===== src/rtl/wb_arbiter_2m_pkg.sv =====
// ---------------------------------------------------------------------------
// wb_arbiter_2m_pkg
//   Shared definitions for the two-master Wishbone arbiter: grant-state
//   encoding, master index constants, bus field widths, the request bundle
//   used by the grant mux, and small helpers for arbitration and sizing.
//   Kept in a package so later multi-master interconnect blocks can reuse
//   the same encodings.
// ---------------------------------------------------------------------------
package wb_arbiter_2m_pkg;

  // Grant FSM encoding.
  typedef enum logic [1:0] {
    IDLE = 2'd0,
    GNT0 = 2'd1,
    GNT1 = 2'd2
  } arb_state_e;

  // Master indices, also the encoding of last_gnt.
  localparam logic M0_IDX = 1'b0;
  localparam logic M1_IDX = 1'b1;

  localparam int ADR_W = 32;
  localparam int DAT_W = 32;
  localparam int SEL_W = 4;

  // Everything a master presents towards the slave, bundled for the mux.
  typedef struct packed {
    logic [ADR_W-1:0] adr;
    logic [DAT_W-1:0] dat;
    logic [SEL_W-1:0] sel;
    logic             we;
    logic             cyc;
    logic             stb;
  } wb_req_t;

  // Watchdog counter width; never below one bit so a disabled watchdog
  // still elaborates cleanly.
  function automatic int wdog_cnt_w(input int timeout_cyc);
    return (timeout_cyc < 1) ? 1 : $clog2(timeout_cyc + 1);
  endfunction

  // Round-robin pick from IDLE: m1 wins when it is the only requester, or
  // when both request and m0 held the previous grant.
  function automatic logic pick_m1(input logic req0, input logic req1,
                                   input logic last_gnt);
    return req1 & (~req0 | (last_gnt == M0_IDX));
  endfunction

endpackage


===== src/rtl/wb_arbiter_2m_if.sv =====
// ---------------------------------------------------------------------------
// wb_arbiter_2m_if
//   Classic Wishbone point-to-point link.
//   master modport : drives adr/dat_w/sel/we/cyc/stb, receives ack/dat_r
//   slave  modport : receives the request, drives ack/err/dat_r
//   err exists only on the arbiter-to-CPU side (watchdog timeout); the boot
//   ROM has no error line, so the master modport does not read it.
// ---------------------------------------------------------------------------
interface wb_arbiter_2m_if;
  import wb_arbiter_2m_pkg::*;

  logic [ADR_W-1:0] adr;
  logic [DAT_W-1:0] dat_w;
  logic [SEL_W-1:0] sel;
  logic             we;
  logic             cyc;
  logic             stb;
  logic             ack;
  logic             err;
  logic [DAT_W-1:0] dat_r;

  modport master (
    output adr, dat_w, sel, we, cyc, stb,
    input  ack, dat_r
  );

  modport slave (
    input  adr, dat_w, sel, we, cyc, stb,
    output ack, err, dat_r
  );

endinterface


===== src/rtl/wb_arbiter_2m_watchdog.sv =====
// ---------------------------------------------------------------------------
// wb_arbiter_2m_watchdog
//   Counts cycles of an active (granted cyc & stb) strobe that the slave has
//   not acknowledged. On the TIMEOUT_CYC-th such cycle it raises expire for
//   that one cycle and restarts. TIMEOUT_CYC = 0 disables it entirely.
// Ports
//   clk, rst_n : clock, asynchronous active-low reset
//   active     : granted master has cyc & stb high this cycle
//   ack        : slave acknowledge this cycle
//   expire     : combinational one-cycle timeout pulse
// ---------------------------------------------------------------------------
module wb_arbiter_2m_watchdog
  import wb_arbiter_2m_pkg::*;
#(
  parameter int TIMEOUT_CYC = 16
) (
  input  logic clk,
  input  logic rst_n,
  input  logic active,
  input  logic ack,
  output logic expire
);

  localparam int CW = wdog_cnt_w(TIMEOUT_CYC);

  generate
    if (TIMEOUT_CYC == 0) begin : g_off
      logic unused_off;
      assign unused_off = ^{clk, rst_n, active, ack};
      assign expire     = 1'b0;
    end else begin : g_on
      localparam logic [CW-1:0] LAST = CW'(TIMEOUT_CYC - 1);
      logic [CW-1:0] count;

      // An ack in the same cycle as the last count wins over the timeout.
      assign expire = active & ~ack & (count == LAST);

      always_ff @(posedge clk or negedge rst_n) begin
        if (!rst_n) begin
          count <= '0;
        end else if (!active || ack || expire) begin
          count <= '0;
        end else begin
          count <= count + 1'b1;
        end
      end
    end
  endgenerate

endmodule


===== src/rtl/wb_arbiter_2m.sv =====
// ---------------------------------------------------------------------------
// wb_arbiter_2m
//   Two-master, one-slave classic Wishbone arbiter sharing the boot ROM
//   between the instruction bus (m0) and data bus (m1). Round-robin grant
//   decided in IDLE, held for the whole bus cycle (cyc), always followed by
//   one IDLE bubble. A watchdog terminates unacknowledged strobes with err.
// Ports
//   i_wb_clk    : clock, all state on the rising edge
//   i_wb_rst_n  : asynchronous active-low reset
//   m0, m1      : master links (arbiter acts as their slave)
//   s           : slave link to the ROM (arbiter acts as its master)
// Parameters
//   TIMEOUT_CYC : unacknowledged strobe cycles before err; 0 disables
// ---------------------------------------------------------------------------
module wb_arbiter_2m
  import wb_arbiter_2m_pkg::*;
#(
  parameter int TIMEOUT_CYC = 16
) (
  input  logic          i_wb_clk,
  input  logic          i_wb_rst_n,
  wb_arbiter_2m_if.slave  m0,
  wb_arbiter_2m_if.slave  m1,
  wb_arbiter_2m_if.master s
);

  arb_state_e state;
  logic       last_gnt;

  wb_req_t req0;
  wb_req_t req1;
  wb_req_t req;
  logic    active;
  logic    ack_g;
  logic    expire;

  assign req0 = {m0.adr, m0.dat_w, m0.sel, m0.we, m0.cyc, m0.stb};
  assign req1 = {m1.adr, m1.dat_w, m1.sel, m1.we, m1.cyc, m1.stb};

  // Grant FSM. last_gnt resets to m1 so m0 wins the first contention.
  always_ff @(posedge i_wb_clk or negedge i_wb_rst_n) begin
    if (!i_wb_rst_n) begin
      state    <= IDLE;
      last_gnt <= M1_IDX;
    end else begin
      unique case (state)
        IDLE: begin
          if (m0.cyc || m1.cyc) begin
            if (pick_m1(m0.cyc, m1.cyc, last_gnt)) begin
              state    <= GNT1;
              last_gnt <= M1_IDX;
            end else begin
              state    <= GNT0;
              last_gnt <= M0_IDX;
            end
          end
        end
        // Leaving a grant always goes through IDLE, even if the other
        // master is already waiting.
        GNT0:    if (!m0.cyc) state <= IDLE;
        GNT1:    if (!m1.cyc) state <= IDLE;
        default: state <= IDLE;
      endcase
    end
  end

  // Request mux: in IDLE the slave sees an all-zero request.
  always_comb begin
    req = '0;
    unique case (state)
      GNT0:    req = req0;
      GNT1:    req = req1;
      default: req = '0;
    endcase
  end

  assign active = req.cyc & req.stb;
  // Acks outside a granted, strobed cycle are dropped.
  assign ack_g  = s.ack & active;

  wb_arbiter_2m_watchdog #(
    .TIMEOUT_CYC (TIMEOUT_CYC)
  ) u_watchdog (
    .clk    (i_wb_clk),
    .rst_n  (i_wb_rst_n),
    .active (active),
    .ack    (s.ack),
    .expire (expire)
  );

  assign s.adr   = req.adr;
  assign s.dat_w = req.dat;
  assign s.sel   = req.sel;
  assign s.we    = req.we;
  assign s.cyc   = req.cyc;
  // The expiring strobe is withheld so the slave does not see a request
  // that the master is being told has failed.
  assign s.stb   = active & ~expire;

  assign m0.ack   = (state == GNT0) & ack_g;
  assign m0.err   = (state == GNT0) & expire;
  assign m0.dat_r = s.dat_r;

  assign m1.ack   = (state == GNT1) & ack_g;
  assign m1.err   = (state == GNT1) & expire;
  assign m1.dat_r = s.dat_r;

endmodule


===== src/flat_wrapper.sv =====
// flat-port wrapper written by rule: the top's interface ports become plain ports
module wb_arbiter_2m_flat import wb_arbiter_2m_pkg::*;
#(
  parameter int TIMEOUT_CYC = 16
)
  (i_wb_clk, i_wb_rst_n, m0_adr, m0_dat_w, m0_sel, m0_we, m0_cyc, m0_stb, m0_ack, m0_err, m0_dat_r, m1_adr, m1_dat_w, m1_sel, m1_we, m1_cyc, m1_stb, m1_ack, m1_err, m1_dat_r, s_adr, s_dat_w, s_sel, s_we, s_cyc, s_stb, s_ack, s_dat_r);
  wb_arbiter_2m_if m0_i ();
  wb_arbiter_2m_if m1_i ();
  wb_arbiter_2m_if s_i ();
  input  logic i_wb_clk;
  input  logic i_wb_rst_n;
  input wire logic [$bits(m0_i.adr)-1:0] m0_adr;
  input wire logic [$bits(m0_i.dat_w)-1:0] m0_dat_w;
  input wire logic [$bits(m0_i.sel)-1:0] m0_sel;
  input wire logic [$bits(m0_i.we)-1:0] m0_we;
  input wire logic [$bits(m0_i.cyc)-1:0] m0_cyc;
  input wire logic [$bits(m0_i.stb)-1:0] m0_stb;
  output wire logic [$bits(m0_i.ack)-1:0] m0_ack;
  output wire logic [$bits(m0_i.err)-1:0] m0_err;
  output wire logic [$bits(m0_i.dat_r)-1:0] m0_dat_r;
  input wire logic [$bits(m1_i.adr)-1:0] m1_adr;
  input wire logic [$bits(m1_i.dat_w)-1:0] m1_dat_w;
  input wire logic [$bits(m1_i.sel)-1:0] m1_sel;
  input wire logic [$bits(m1_i.we)-1:0] m1_we;
  input wire logic [$bits(m1_i.cyc)-1:0] m1_cyc;
  input wire logic [$bits(m1_i.stb)-1:0] m1_stb;
  output wire logic [$bits(m1_i.ack)-1:0] m1_ack;
  output wire logic [$bits(m1_i.err)-1:0] m1_err;
  output wire logic [$bits(m1_i.dat_r)-1:0] m1_dat_r;
  output wire logic [$bits(s_i.adr)-1:0] s_adr;
  output wire logic [$bits(s_i.dat_w)-1:0] s_dat_w;
  output wire logic [$bits(s_i.sel)-1:0] s_sel;
  output wire logic [$bits(s_i.we)-1:0] s_we;
  output wire logic [$bits(s_i.cyc)-1:0] s_cyc;
  output wire logic [$bits(s_i.stb)-1:0] s_stb;
  input wire logic [$bits(s_i.ack)-1:0] s_ack;
  input wire logic [$bits(s_i.dat_r)-1:0] s_dat_r;
  assign m0_i.adr = m0_adr;
  assign m0_i.dat_w = m0_dat_w;
  assign m0_i.sel = m0_sel;
  assign m0_i.we = m0_we;
  assign m0_i.cyc = m0_cyc;
  assign m0_i.stb = m0_stb;
  assign m0_ack = m0_i.ack;
  assign m0_err = m0_i.err;
  assign m0_dat_r = m0_i.dat_r;
  assign m1_i.adr = m1_adr;
  assign m1_i.dat_w = m1_dat_w;
  assign m1_i.sel = m1_sel;
  assign m1_i.we = m1_we;
  assign m1_i.cyc = m1_cyc;
  assign m1_i.stb = m1_stb;
  assign m1_ack = m1_i.ack;
  assign m1_err = m1_i.err;
  assign m1_dat_r = m1_i.dat_r;
  assign s_adr = s_i.adr;
  assign s_dat_w = s_i.dat_w;
  assign s_sel = s_i.sel;
  assign s_we = s_i.we;
  assign s_cyc = s_i.cyc;
  assign s_stb = s_i.stb;
  assign s_i.ack = s_ack;
  assign s_i.dat_r = s_dat_r;
  wb_arbiter_2m #(.TIMEOUT_CYC(TIMEOUT_CYC)) u_core (.i_wb_clk(i_wb_clk), .i_wb_rst_n(i_wb_rst_n), .m0(m0_i), .m1(m1_i), .s(s_i));
endmodule

===== config.mk =====
export PLATFORM = sky130hd
export DESIGN_NAME = wb_arbiter_2m_flat
export DESIGN_NICKNAME = d
export VERILOG_FILES = /design/src/rtl/wb_arbiter_2m_pkg.sv /design/src/rtl/wb_arbiter_2m_if.sv /design/src/rtl/wb_arbiter_2m_watchdog.sv /design/src/rtl/wb_arbiter_2m.sv /design/src/flat_wrapper.sv
export SDC_FILE = /design/constraint.sdc
export NUM_CORES = 1
export LEC_CHECK = 0
export ABC_AREA = 1
export BUFFER_PORTS_ARGS = -buffer_cell sky130_fd_sc_hd__buf_2
export CORE_AREA = 2 2 123 125
export CTS_CLUSTER_SIZE = 28
export DETAILED_ROUTE_END_ITERATION = 10
export DIE_AREA = 0 0 125 127
export PLACE_DENSITY = 0.56
export SLEW_MARGIN = 15
export SYNTH_ARGS = -nofsm -noshare
export SYNTH_HDL_FRONTEND = slang
export SYNTH_SLANG_ARGS = --single-unit

===== constraint.sdc =====
create_clock -name i_wb_clk -period 4.1 [get_ports i_wb_clk]
set_input_delay 0.82 -clock i_wb_clk [delete_from_list [all_inputs] [get_ports i_wb_clk]]
set_output_delay 0.82 -clock i_wb_clk [all_outputs]
set_load 0.02 [all_outputs]

# Word-level counts from Yosys, hierarchy flattened
# Cells that the tools add are included.
[classes]
n_addsub = 1
multipliers = 0
n_div = 0
n_lt_le_gt_ge = 0
n_eq_ne = 6
shifts = 0
mux = 8
bitwise_logic = 15
n_reduce_logical = 7
[ops]
columns = ["operator", "count"]
rows = [
  ["case mux 71 bit (2 select lines)", 1],
  ["AND 1 bit", 10],
  ["2-to-1 mux 2 bit", 4],
  ["case mux 2 bit (3 select lines)", 1],
  ["adder 5 x 1 -> 5 bit, second input constant", 1],
  ["== test 5 x 4 -> 1 bit, second input constant", 1],
  ["2-to-1 mux 5 bit", 1],
  ["!= test 2 bit, second input constant", 2],
  ["inverter 1 bit", 4],
  ["logical OR 1 bit", 3],
  ["AND reduction 3 bit", 1],
  ["== test 2 x 1 -> 1 bit, second input constant", 1],
  ["== test 2 bit, second input constant", 1],
  ["zero test 2 bit", 1],
  ["!= test 2 x 1 -> 1 bit, second input constant", 1],
  ["AND reduction 2 bit", 1],
  ["zero test 1 bit", 1],
  ["2-to-1 mux 1 bit", 1],
  ["bitwise OR 1 bit", 1],
]
[totals]
reg_bits = 8
latchBits = 0
ram_bits = 0
rom_bits = 0
inputBits = 177
out_inout_bits = 139
word_cells = 40
memories = 0

# Logic depth before layout (Yosys ltp)
# Gate-level depths: netlist of the first run.
[depth]
depth_word = 7
ltp_mapped = 9
ltp_nobuf = 8

# Hierarchy
# A second synthesis of the first run with hierarchy kept.
[hier_totals]
hier_cells = 368
hier_area_um2 = 2001.9
[modules_own_cells]
columns = ["module", "n_inst", "cells_each", "area_each_um2", "seq_area_each_um2"]
rows = [
  ["wb_arbiter_2m", 1, 339, 1752.9, 76.3],
  ["wb_arbiter_2m_watchdog", 1, 29, 249.0, 125.1],
]

# Least setup slack after synthesis of the first run
# No wires, ideal clock.
[synth_timing]
kind = "input port to output port"
from = "in m0_cyc"
to = "out m0_err"
arrival_ns = 1.493
t_required_ns = 3.280
path_slack_ns = 1.787
path_stages = 6
path_buffers = 0
path_cell_list = "nand2_2 nand2_4 nand2_4 nor2_8 nand3_1 nor2_1"
[synth_via]
elab_chain_cells = 5
[synth_lines]
columns = ["item", "line", "source"]
rows = [
  ["start: declaration", "flat_wrapper.sv:16", "input wire logic [$bits(m0_i.cyc)-1:0] m0_cyc;"],
  ["case mux 71 bit (2 select lines)", "wb_arbiter_2m.sv:70", "unique case (state)"],
  ["AND 1 bit", "wb_arbiter_2m.sv:77", "assign active = req.cyc & req.stb;"],
  ["AND 1 bit (2 in a row)", "wb_arbiter_2m_watchdog.sv:36", "assign expire = active & ~ack & (count == LAST);"],
  ["AND 1 bit", "wb_arbiter_2m.sv:101", "assign m0.err = (state == GNT0) & expire;"],
  ["end: declaration", "flat_wrapper.sv:19", "output wire logic [$bits(m0_i.err)-1:0] m0_err;"],
]
# No other way between the ends.

# Worst setup path after layout of the first run
[layout_timing]
from = "reg u_core.state[1]"
to = "out s_sel[0]"
[layout_via]
elab_chain_cells = 2
word_cells_on_any_way = 3
cone_classes = "eq/ne (2); mux (1)"
[layout_lines]
columns = ["item", "line", "source"]
rows = [
  ["start: declaration", "wb_arbiter_2m.sv:27", "arb_state_e state;"],
  ["start signal: assignment", "wb_arbiter_2m.sv:43", "state <= IDLE;"],
  ["start signal: assignment", "wb_arbiter_2m.sv:50", "state <= GNT1;"],
  ["start signal: assignment", "wb_arbiter_2m.sv:53", "state <= GNT0;"],
  ["== test 2 bit / == test 2 x 1 -> 1 bit (equally long branches)", "wb_arbiter_2m.sv:70", ""],
  ["case mux 71 bit (2 select lines) *", "wb_arbiter_2m.sv:70", ""],
  ["end: declaration", "flat_wrapper.sv:32", "output wire logic [$bits(s_i.sel)-1:0] s_sel;"],
]
# Mark *: on every way between the ends. The rest lies on a longest branch, timed or not.

==> results of run 1 <==
metal layers:
metal  global-route usage (%)  wire (µm)
met5                        0          0
met4                     5.36        435
met3                     2.64        836
met2                     15.9       3710
met1                     11.5       3320
worst max-delay path, cell delays in order, from the launching register on:
cell and delay, ns:
dfrtp_1 0.38, inv_1 0.08, ha_2 0.68, buf_4 0.45, nand2_1 0.13, a21oi_1 0.15
buf_2 0.19
final cells by class:
class | instances | area share (%)
multi-input combinational | 247 | 40.6
tap | 184 | 8.06
timing repair buffer | 222 | 39.6
sequential | 8 | 7.05
clock buffer | 4 | 2.76
inverter | 15 | 1.97
power groups by stage:
| stage | combinational [mW] | clock, mW | sequential (mW) |
|---|---|---|---|
| after global routing | 1.69 | 0.179 | 0.110 |
| after detailed placement | 1.53 | 0 | 0.109 |
| after CTS | 1.53 | 0.175 | 0.108 |
| after floorplan | 1.13 | 0 | 0.107 |
| after global placement | 1.52 | 0 | 0.109 |
| final | 1.50 | 0.170 | 0.108 |
stage by stage:
step           instance area, µm²  instances  setup WS (ns)  utilization, %
4_1_cts                      2860        680          0.823            19.8
6_report                     2860        680          0.952            19.8
5_1_grt                      2860        680          0.659            19.8
3_5_place_dp                 2780        676           1.08            19.3
3_3_place_gp                 2780        676           1.10            19.3
2_1_floorplan                2000        357           1.79               -
cells in the mapped netlist, types with 2 or more instances:
cell,number
o21a_1,2
buf_4,65
o211ai_1,2
nand3_1,3
dfrtp_1,7
inv_1,13
a21oi_1,69
ha_1,5
o21ai_0,3
nand2_4,2
nor2_1,4
clkbuf_1,6
nor2_2,5
nand2_1,145
inv_2,2
nand2_2,2
buf_2,16
sequential cells by signal (all words and copies together), names as in the netlist:
name / cells
u_core.last_gnt: 1
u_core.state: 2
u_core.u_watchdog.g_on.count: 5
cell families after synthesis:
family,Yosys count,share of synthesized area [%]
compound gates,76,19.5
buf+inv,102,32.3
fa+ha+maj,5,3.12
xor+xnor,2,0.875
simple gates,164,34.2
flops,8,10.1
worst max path at each step:
stage	startpoint	to	slack, ns
2_1_floorplan	m0_cyc	m0_err	1.79
6_report	u_core.state[1]	s_sel[0]	0.95
3_5_place_dp	u_core.state[1]	s_sel[0]	1.08
4_1_cts	u_core.state[1]	s_sel[0]	0.82
3_3_place_gp	u_core.state[1]	s_sel[0]	1.10
5_1_grt	u_core.state[1]	s_sel[0]	0.66
==> results by group, run 1 <==
Outcome
  • Outcome: complete, no violations

Synth
  • Cells after synthesis: 357
  • Count of flip-flops with a built-in enable after synthesis: 0
  • Most used DFF post-synth: dfrtp_1
  • Synthesized cell area: about 2000 µm²
  • Post-synth top area cell: nand2_1
  • Yosys top cell area share: a little over a quarter
  • Post-synthesis cell type count: 23
  • Syn_nets: about 540
  • Area contributors post-synth: nand2_1 27%, buf_4 24%, a21oi_1 17%
  • Synthesized area per cell: between 5 and 6 µm²
  • Synth warnings: 0
  • Fraction of registers with async set/reset: 100%
  • #FFs+latches synth: 8
  • Seq/Total Area, Yosys: 10.1%

Placement
  • Final GP Congestion: about 0.76
  • Final HPWL DP: ~6600 µm
  • I/O Buffers: approximately 220

Global route
  • Vias in the first global route: around 2,600
  • Largest net degree at the start of global routing: slightly above 40
  • All-Layer GR Usage: under 10%
  • Remaining Overflow, GRT: 0
  • First-pass GRT wire length: approximately 13,000 µm
  • Initial antenna violation count: 0

Drt
  • Wire per inst: approximately 12 µm
  • Detailed-route via count: between 2,000 and 3,000
  • DR pass1 iterations: 4
  • ANT nets after route: 0
  • Vias per std cell: between 3 and 4
  • # DRC: 0
  • Initial drt markers: roughly 110
  • Detailed-route wire length: between 8000 and 9000 µm

Setup path
  • R2r setup slk: 2.21 ns
  • Worst Reg-to-Reg Cells: 8
  • Worst EP arrival: ~2.3 ns
  • WS Path Type: reg2out
  • Crit-path max FO: 40
  • RR Startpoint: u_core.state[0]
  • CP Data Required Time: between 3 and 4 ns
  • Worst reg2reg path endpoint: u_core.u_watchdog.g_on.count[3]
  • Crit. End Element: output port
  • Crit start category: register

Clocking
  • CTS tree: built
  • Hold Buf Count CTS: 0
  • Post_cts resized: 0
  • H-tree Lvls: 1
  • Root buffer cell: clkbuf_16
  • Post-CTS Setup Bufs: 0
  • Clock latency on the worst-skew pair: 0.24 ns
  • Register clock-pin slew on the reported worst setup and hold paths: around 0.04 ns
  • CTS Buffer Depth: 2
  • Num CTS Buffers: 3
  • Sink Count: 8

Layout
  • # fillers: 1,674
  • Most frequent cells in the layout: 219 x buf_2, 145 x nand2_1, 69 x a21oi_1, 13 x inv_1, 7 x dfrtp_1
  • Layout Nets: just under 700
  • Multi-input gate area: between 1000 and 1500 µm²
  • Layout cell share with drive strength beyond 1: between 40% and 50%
  • Most common cell after layout, fill and taps aside: buf_2
  • Synth-to-Final Area Change: 42.7%
  • Register area: ~200 µm²
  • # diodes: 0

STA
  • Clock skew: 0.00544 ns
  • Final setup vio count: 0
  • Fmax: 318 MHz
  • Slew Viols, Final: 0
  • Final Hold Fails: 0
  • Setup TNS: 0 ns
  • Final min period: between 3 and 4 ns
  • Final period util: between 70 and 80%
  • Max-slew headroom: 46.8%
  • RSZ-0062 raised after global routing: no
  • Slew @ Worst Pin: approximately 0.80 ns
  • Hold_ws: between 0.4 and 0.5 ns

Die
  • Core ar.: between 10,000 and 15,000 µm²
  • Starting Density: between 10 and 15%
  • Die extent in y: between 100 and 150 µm
  • Row count: 44
  • Die ar.: approximately 16,000 µm²
  • # IOs: 316
  • Die width: 125 µm

Pwr
  • Combinational share of power: between 80% and 90%
  • P_leak: ~1.5 nW
  • Switching share of power: approximately 62%
  • Sw Pwr: 1.10 mW
  • VDD IR max: 0.332 mV
  • Total power: between 1.5 and 2 mW
  • Cell Pwr Density: between 600 and 700 nW/µm²
  • Reg power frac: under 10%
  • Clk pwr share: 9.6%
  • Internal power: between 0.6 and 0.7 mW

Flow run
  • Max capacitance violation total: 0

Worst hold path
  • Hold/Removal Path Class: in2async
(Power assumes the default switching activity.)
==> run 2, diff against run 1 <==
- CORE_AREA: 2 2 123 125 -> 2 2 122 124
- DIE_AREA: 0 0 125 127 -> 0 0 124 126
- clock period: 4.1 -> 3.2 ns (I/O delays scaled with it)
==> results by group, run 2 (synthesized netlist as in run 1, its figures left out) <==
Setup path
  • WS Path Type: reg2out
  • Worst EP arrival: 1.76 ns (-0.57 ns)
  • CP Data Required Time: 2.56 ns (-0.72 ns)
  • Crit-path max FO: 38 (-5.0%)
  • CP delay by family, top: buffers and inverters
  • CP Cell Sequence: inv_1, ha_2, buf_4, nand2_1, a21oi_1, buf_2
  • Worst stage delay on the critical path: 0.39 ns (-0.29 ns)
  • Crit start category: register
  • Crit path buf inv count: 3 (unchanged)
  • Slowest CP cell: dfrtp_1
  • R2r setup slk: 1.80 ns (-0.41 ns)
  • Crit. End Element: output port

Layout
  • Max reg flops: 5 (unchanged)
  • Most frequent cells in the layout: 219 x buf_2, 145 x nand2_1, 69 x a21oi_1, 13 x inv_1, 7 x dfrtp_1
  • Final Cell Area: 2870 µm² (+0.53%)
  • Largest Register: u_core.u_watchdog.g_on.count
  • Final core utilization: 20.1% (+0.26 points)
  • Layout Nets: 681 (+0.29%)
  • # fillers: 1,729 (+3.3%)
  • # diodes: 0 (unchanged)
  • Most common cell after layout, fill and taps aside: buf_2
  • Post-Layout Cell Count: 682 (+0.29%)
  • Multi-input gate area: 1160 µm² (unchanged)
  • Biggest regs: u_core.u_watchdog.g_on.count (5), u_core.state (2), u_core.last_gnt (1)
  • Synth-to-Final Area Change: 43.4%
  • Register area: 201 µm² (unchanged)
  • Layout cell share with drive strength beyond 1: 48.8% (+0.21 points)

STA
  • RSZ-0062 raised after global routing: no
  • Slew @ Worst Pin: 0.385 ns (-0.414 ns)
  • Slew Viols, Final: 0 (unchanged)
  • Setup TNS: 0 ns (unchanged)
  • Setup WS post-layout: 0.803 ns (-0.149 ns)
  • Final period util: about 75%
  • Final setup vio count: 0 (unchanged)
  • Clock skew: 0.00246 ns (-0.00299 ns)
  • Final Hold Fails: 0 (unchanged)
  • Final min period: 2.40 ns
  • Max-slew headroom: 74.4% (+28 points)
  • Fmax: 417 MHz

Drt
  • Detailed-route wire length: 8280 µm (-0.17%)
  • Wire per inst: 12.1 µm (-0.46%)
  • # DRC: 0 (unchanged)
  • Detailed-route via count: 2,642 (-0.076%)
  • ANT nets after route: 0 (unchanged)
  • Initial drt markers: 97 (-10%)
  • Vias per std cell: 3.87 (-0.37%)
  • DR pass1 iterations: 4 (unchanged)

Pwr
  • Cell Pwr Density: 790 nW/µm² (+27%)
  • VDD IR max: 0.603 mV (+81%)
  • P_leak: 1.53 nW (+0.69%)

Clocking
  • Clock latency on the worst-skew pair: 0.23 ns (about the same)
  • Post_cts resized: 0 (unchanged)
  • Num CTS Buffers: 3 (unchanged)
  • Root buffer cell: clkbuf_16
  • H-tree Lvls: 1 (unchanged)
  • CTS Buffer Depth: 2 (unchanged)
  • Sink Count: 8 (unchanged)
  • Register clock-pin slew on the reported worst setup and hold paths: 0.04 ns (about the same)
  • Post-CTS Setup Bufs: 0 (unchanged)
  • Hold Buf Count CTS: 0 (unchanged)
  • CTS tree: built

Global route
  • Remaining Overflow, GRT: 0 (unchanged)
  • First-pass GRT wire length: 12,400 µm (-2.3%)
  • Largest net degree at the start of global routing: 70 (+71%)
  • All-Layer GR Usage: 9.79% (+0.11 points)
  • Initial antenna violation count: 0 (unchanged)
  • Vias in the first global route: 2,501 (-2.3%)

Die
  • Starting Density: 14.0% (+0.11 points)
  • Die ar.: 15,600 µm² (-1.6%)
  • Die width: 124 µm (-0.80%)
  • # IOs: 316 (unchanged)
  • Die extent in y: 126 µm (-0.79%)
  • Core ar.: 14,300 µm² (-0.76%)
  • Row count: 44 (unchanged)

Placement
  • I/O Buffers: 219 (unchanged)
  • Final GP Congestion: 0.759 (-0.30%)
  • DP Area: 2790 µm² (+0.54%)
  • Place WS: 1.03 ns (-0.0515 ns)
  • Cell Count Post-Placement: 678 (+0.30%)
  • Final HPWL DP: 6820 µm (+4.1%)

Worst hold path
  • Hold/Removal Path Class: in2async

Outcome
  • Outcome: complete, no violations

Flow run
  • Max capacitance violation total: 0 (unchanged)
[run 2: through the flow]
| step | total power [mW] | hold slack, ns |
|---|---|---|
| 3_3_place_gp | 2.08 | 0.459 |
| 5_1_grt | 2.51 | 0.251 |
| 2_1_floorplan | 1.58 | 0.344 |
| 6_report | 2.27 | 0.240 |
| 4_1_cts | 2.31 | 0.241 |
| 3_5_place_dp | 2.08 | 0.460 |
[run 2: final cells by class]
type / count / area share [%]
Clock buffer: 4 / 2.74
Inverter: 15 / 1.96
Multi-Input combinational cell: 247 / 40.4
Sequential cell: 8 / 7.01
Tap cell: 184 / 8.01
Timing Repair Buffer: 224 / 39.9
[run 2: path summary, 6_finish.rpt]
check / startpoint / cells past startpoint / end
worst max-delay path: u_core.state[0] / 6 / s_dat_w[7]
worst min-delay path: i_wb_rst_n / 1 / u_core.u_watchdog.g_on.count[0]
worst max register to register: u_core.u_watchdog.g_on.count[0] / 6 / u_core.u_watchdog.g_on.count[4]
worst min register to register: u_core.u_watchdog.g_on.count[0] / 1 / u_core.u_watchdog.g_on.count[0]
max in group asynchronous: i_wb_rst_n / 1 / u_core.last_gnt
min in group i_wb_clk: u_core.u_watchdog.g_on.count[0] / 1 / u_core.u_watchdog.g_on.count[0]
[run 2: power by group]
part	leakage, nW	switching, mW	internal, mW
sequential	0.106	0.0143	0.126
combinational	1.39	1.34	0.575
clock	0.0382	0.0487	0.166
total	1.53	1.40	0.867
[run 2: per-layer routing]
metal / up-vias / global-route usage [%] / part of all wire, %
li1: 1338 / - / -
met5: - / 0 / 0
met2: 139 / 16.0 / 45
met4: 0 / 3.83 / 3.5
met1: 1124 / 11.9 / 40
met3: 41 / 3.08 / 11
==> run 3, diff against run 2 <==
- CORE_AREA: 2 2 122 124 -> 2 2 123 125
- DIE_AREA: 0 0 124 126 -> 0 0 125 127
- PLACE_DENSITY: 0.56 -> 0.57
- clock period: 3.2 -> 2 ns (I/O delays scaled with it)
==> results by group, run 3 (synthesized netlist as in run 1, its figures left out) <==
Layout
  • Layout Nets: 705 (+3.5%)
  • Final core utilization: 26.5% (+6.4 points)
  • Layout cell share with drive strength beyond 1: 63.8% (+15 points)
  • Post-Layout Cell Count: 706 (+3.5%)
  • # diodes: 0 (unchanged)
  • Max reg flops: 5 (unchanged)
  • Most common cell after layout, fill and taps aside: buf_2
  • Multi-input gate area: 1470 µm² (+27%)
  • Most frequent cells in the layout: 145 x buf_2, 127 x nand2_1, 69 x buf_4, 37 x a21oi_2, 31 x a21oi_1
  • Register area: 201 µm² (unchanged)
  • # fillers: 1,624 (-6.1%)
  • Final Cell Area: 3820 µm² (+33%)
  • Synth-to-Final Area Change: 90.9%
  • Biggest regs: u_core.u_watchdog.g_on.count (5), u_core.state (2), u_core.last_gnt (1)
  • Largest Register: u_core.u_watchdog.g_on.count

STA
  • Clock skew: 0.00246 ns (+0.00000306 ns)
  • Final setup vio count: 35 (+35)
  • RSZ-0062 raised after global routing: yes
  • Max-slew headroom: 87.1% (+13 points)
  • Final period util: 103%
  • Final min period: 2.07 ns
  • Setup TNS: -0.904 ns (-0.904 ns)
  • Fmax: slightly below 500 MHz
  • Slew Viols, Final: 0 (unchanged)
  • Slew @ Worst Pin: 0.193 ns (-0.192 ns)
  • Setup WS post-layout: -0.0656 ns (-0.869 ns)
  • Final Hold Fails: 2 (+2)
  • Hold_ws: -0.000601 ns (-0.240 ns)

Drt
  • Detailed-route via count: 2,882 (+9.1%)
  • Initial drt markers: 110 (+13%)
  • WL met2: 5000 µm (+33%)
  • Wire per inst: 14.8 µm (+22%)
  • Vias per std cell: 4.08 (+5.4%)
  • DR pass1 iterations: 4 (unchanged)
  • Met3 wire len: 1150 µm (+23%)
  • # DRC: 0 (unchanged)
  • Detailed-route wire length: 10,400 µm (+26%)
  • Top Layer Used: met4
  • M1 WL: 4020 µm (+22%)
  • ANT nets after route: 0 (unchanged)

Clocking
  • H-tree Lvls: 1 (unchanged)
  • Hold Buf Count CTS: 0 (unchanged)
  • CTS Buffer Depth: 2 (unchanged)
  • Register clock-pin slew on the reported worst setup and hold paths: 0.04 ns (about the same)
  • Num CTS Buffers: 3 (unchanged)
  • Clock latency on the worst-skew pair: 0.23 ns (about the same)
  • CTS tree: built
  • Sink Count: 8 (unchanged)
  • Root buffer cell: clkbuf_16

Placement
  • Final HPWL DP: 7130 µm (+4.4%)
  • Cell Count Post-Placement: 683 (+0.74%)
  • I/O Buffers: 219 (unchanged)
  • DP Area: 2880 µm² (+3.1%)
  • Place WS: 0.0697 ns (-0.959 ns)
  • Final GP Congestion: 0.770 (+1.4%)

Die
  • Die ar.: 15,900 µm² (+1.6%)
  • Core ar.: 14,400 µm² (+0.77%)
  • # IOs: 316 (unchanged)
  • Row count: 44 (unchanged)
  • Die width: 125 µm (+0.81%)
  • Die extent in y: 127 µm (+0.79%)
  • Starting Density: 13.9% (-0.11 points)

Pwr
  • Cell Pwr Density: 1460 nW/µm² (+85%)
  • VDD IR max: 0.667 mV (+11%)
  • Total power: 5.59 mW (+150%)
  • P_leak: 1.81 nW (+18%)

Setup path
  • R2r setup slk: 0.50 ns (-1.30 ns)
  • Crit start category: register
  • Worst reg2reg path endpoint: u_core.u_watchdog.g_on.count[3]
  • Worst EP arrival: 1.67 ns (-0.09 ns)
  • Worst Reg-to-Reg Cells: 9 (+3)
  • WS Path Type: reg2out
  • CP Data Required Time: 1.60 ns (-0.96 ns)
  • RR Startpoint: u_core.state[1]
  • Crit-path max FO: 10 (-74%)
  • Crit. End Element: output port

Global route
  • Remaining Overflow, GRT: 0 (unchanged)
  • First-pass GRT wire length: 13,000 µm (+4.2%)
  • Initial antenna violation count: 0 (unchanged)
  • All-Layer GR Usage: 9.99% (+0.21 points)
  • Largest net degree at the start of global routing: 34 (-51%)
  • Vias in the first global route: 2,476 (-1.0%)

Worst hold path
  • Hold/Removal Path Class: in2async

Outcome
  • Outcome: complete, but fails checks
  • Failing checks: negative hold slack, negative setup slack

Flow run
  • Max capacitance violation total: 0 (unchanged)
[run 3: cell types whose count changed in the layout (fill, tap and decap cells not counted), moves of 10 or more]
cell,delta
buf_2,-74
nand2_1,-18
buf_4,+65
nand2_2,+10
a21oi_2,+37
a21oi_1,-38
buf_6,+19
[run 3: worst max-delay path, stage by stage, from the launching register on]
cell and delay [ns]:
dfrtp_1 0.41, inv_2 0.09, ha_4 0.28, inv_2 0.07, buf_8 0.15, buf_4 0.15
a21oi_1 0.12, buf_4 0.16
[run 3: repair_timing]
item | CTS | global route
endpoints found under the setup margin | 69 | 69
gates cloned | 1 | 6
pin swaps | 3 | 25
setup buffers | 3 | 9
gates resized for setup | 44 | 137
[run 3: worst max-delay path by stage]
stage                    start          end  slack, ns  cells past startpoint
2_1_floorplan  u_core.state[0]  s_dat_w[10]       0.12                      6
3_3_place_gp   u_core.state[0]     s_sel[2]       0.04                      6
3_5_place_dp   u_core.state[0]     s_sel[2]       0.07                      6
4_1_cts        u_core.state[0]       m1_err      -0.05                      8
5_1_grt        u_core.state[1]  s_dat_w[12]      -0.15                      6
6_report       u_core.state[0]    s_adr[21]      -0.07                      7
[run 3: layout make-up]
| cell class | count | share of cell area [%] |
|---|---|---|
| Clock buffer | 4 | 2.06 |
| Inverter | 15 | 1.47 |
| Multi-Input combinational cell | 247 | 38.5 |
| Sequential cell | 8 | 5.27 |
| Tap cell | 184 | 6.02 |
| Timing Repair Buffer | 248 | 46.7 |
[run 3: routing by layer]
metal / track usage [%] / up-vias
li1: - / 1392
met1: 11.7 / 1282
met2: 16.9 / 180
met3: 3.94 / 28
met4: 2.94 / 0
met5: 0 / -
[run 3: where the power goes]
| part | internal, mW | switching (mW) | leakage [nW] |
|---|---|---|---|
| clock network | 0.265 | 0.0722 | 0.0382 |
| logic | 2.17 | 2.86 | 1.66 |
| registers | 0.202 | 0.0281 | 0.106 |
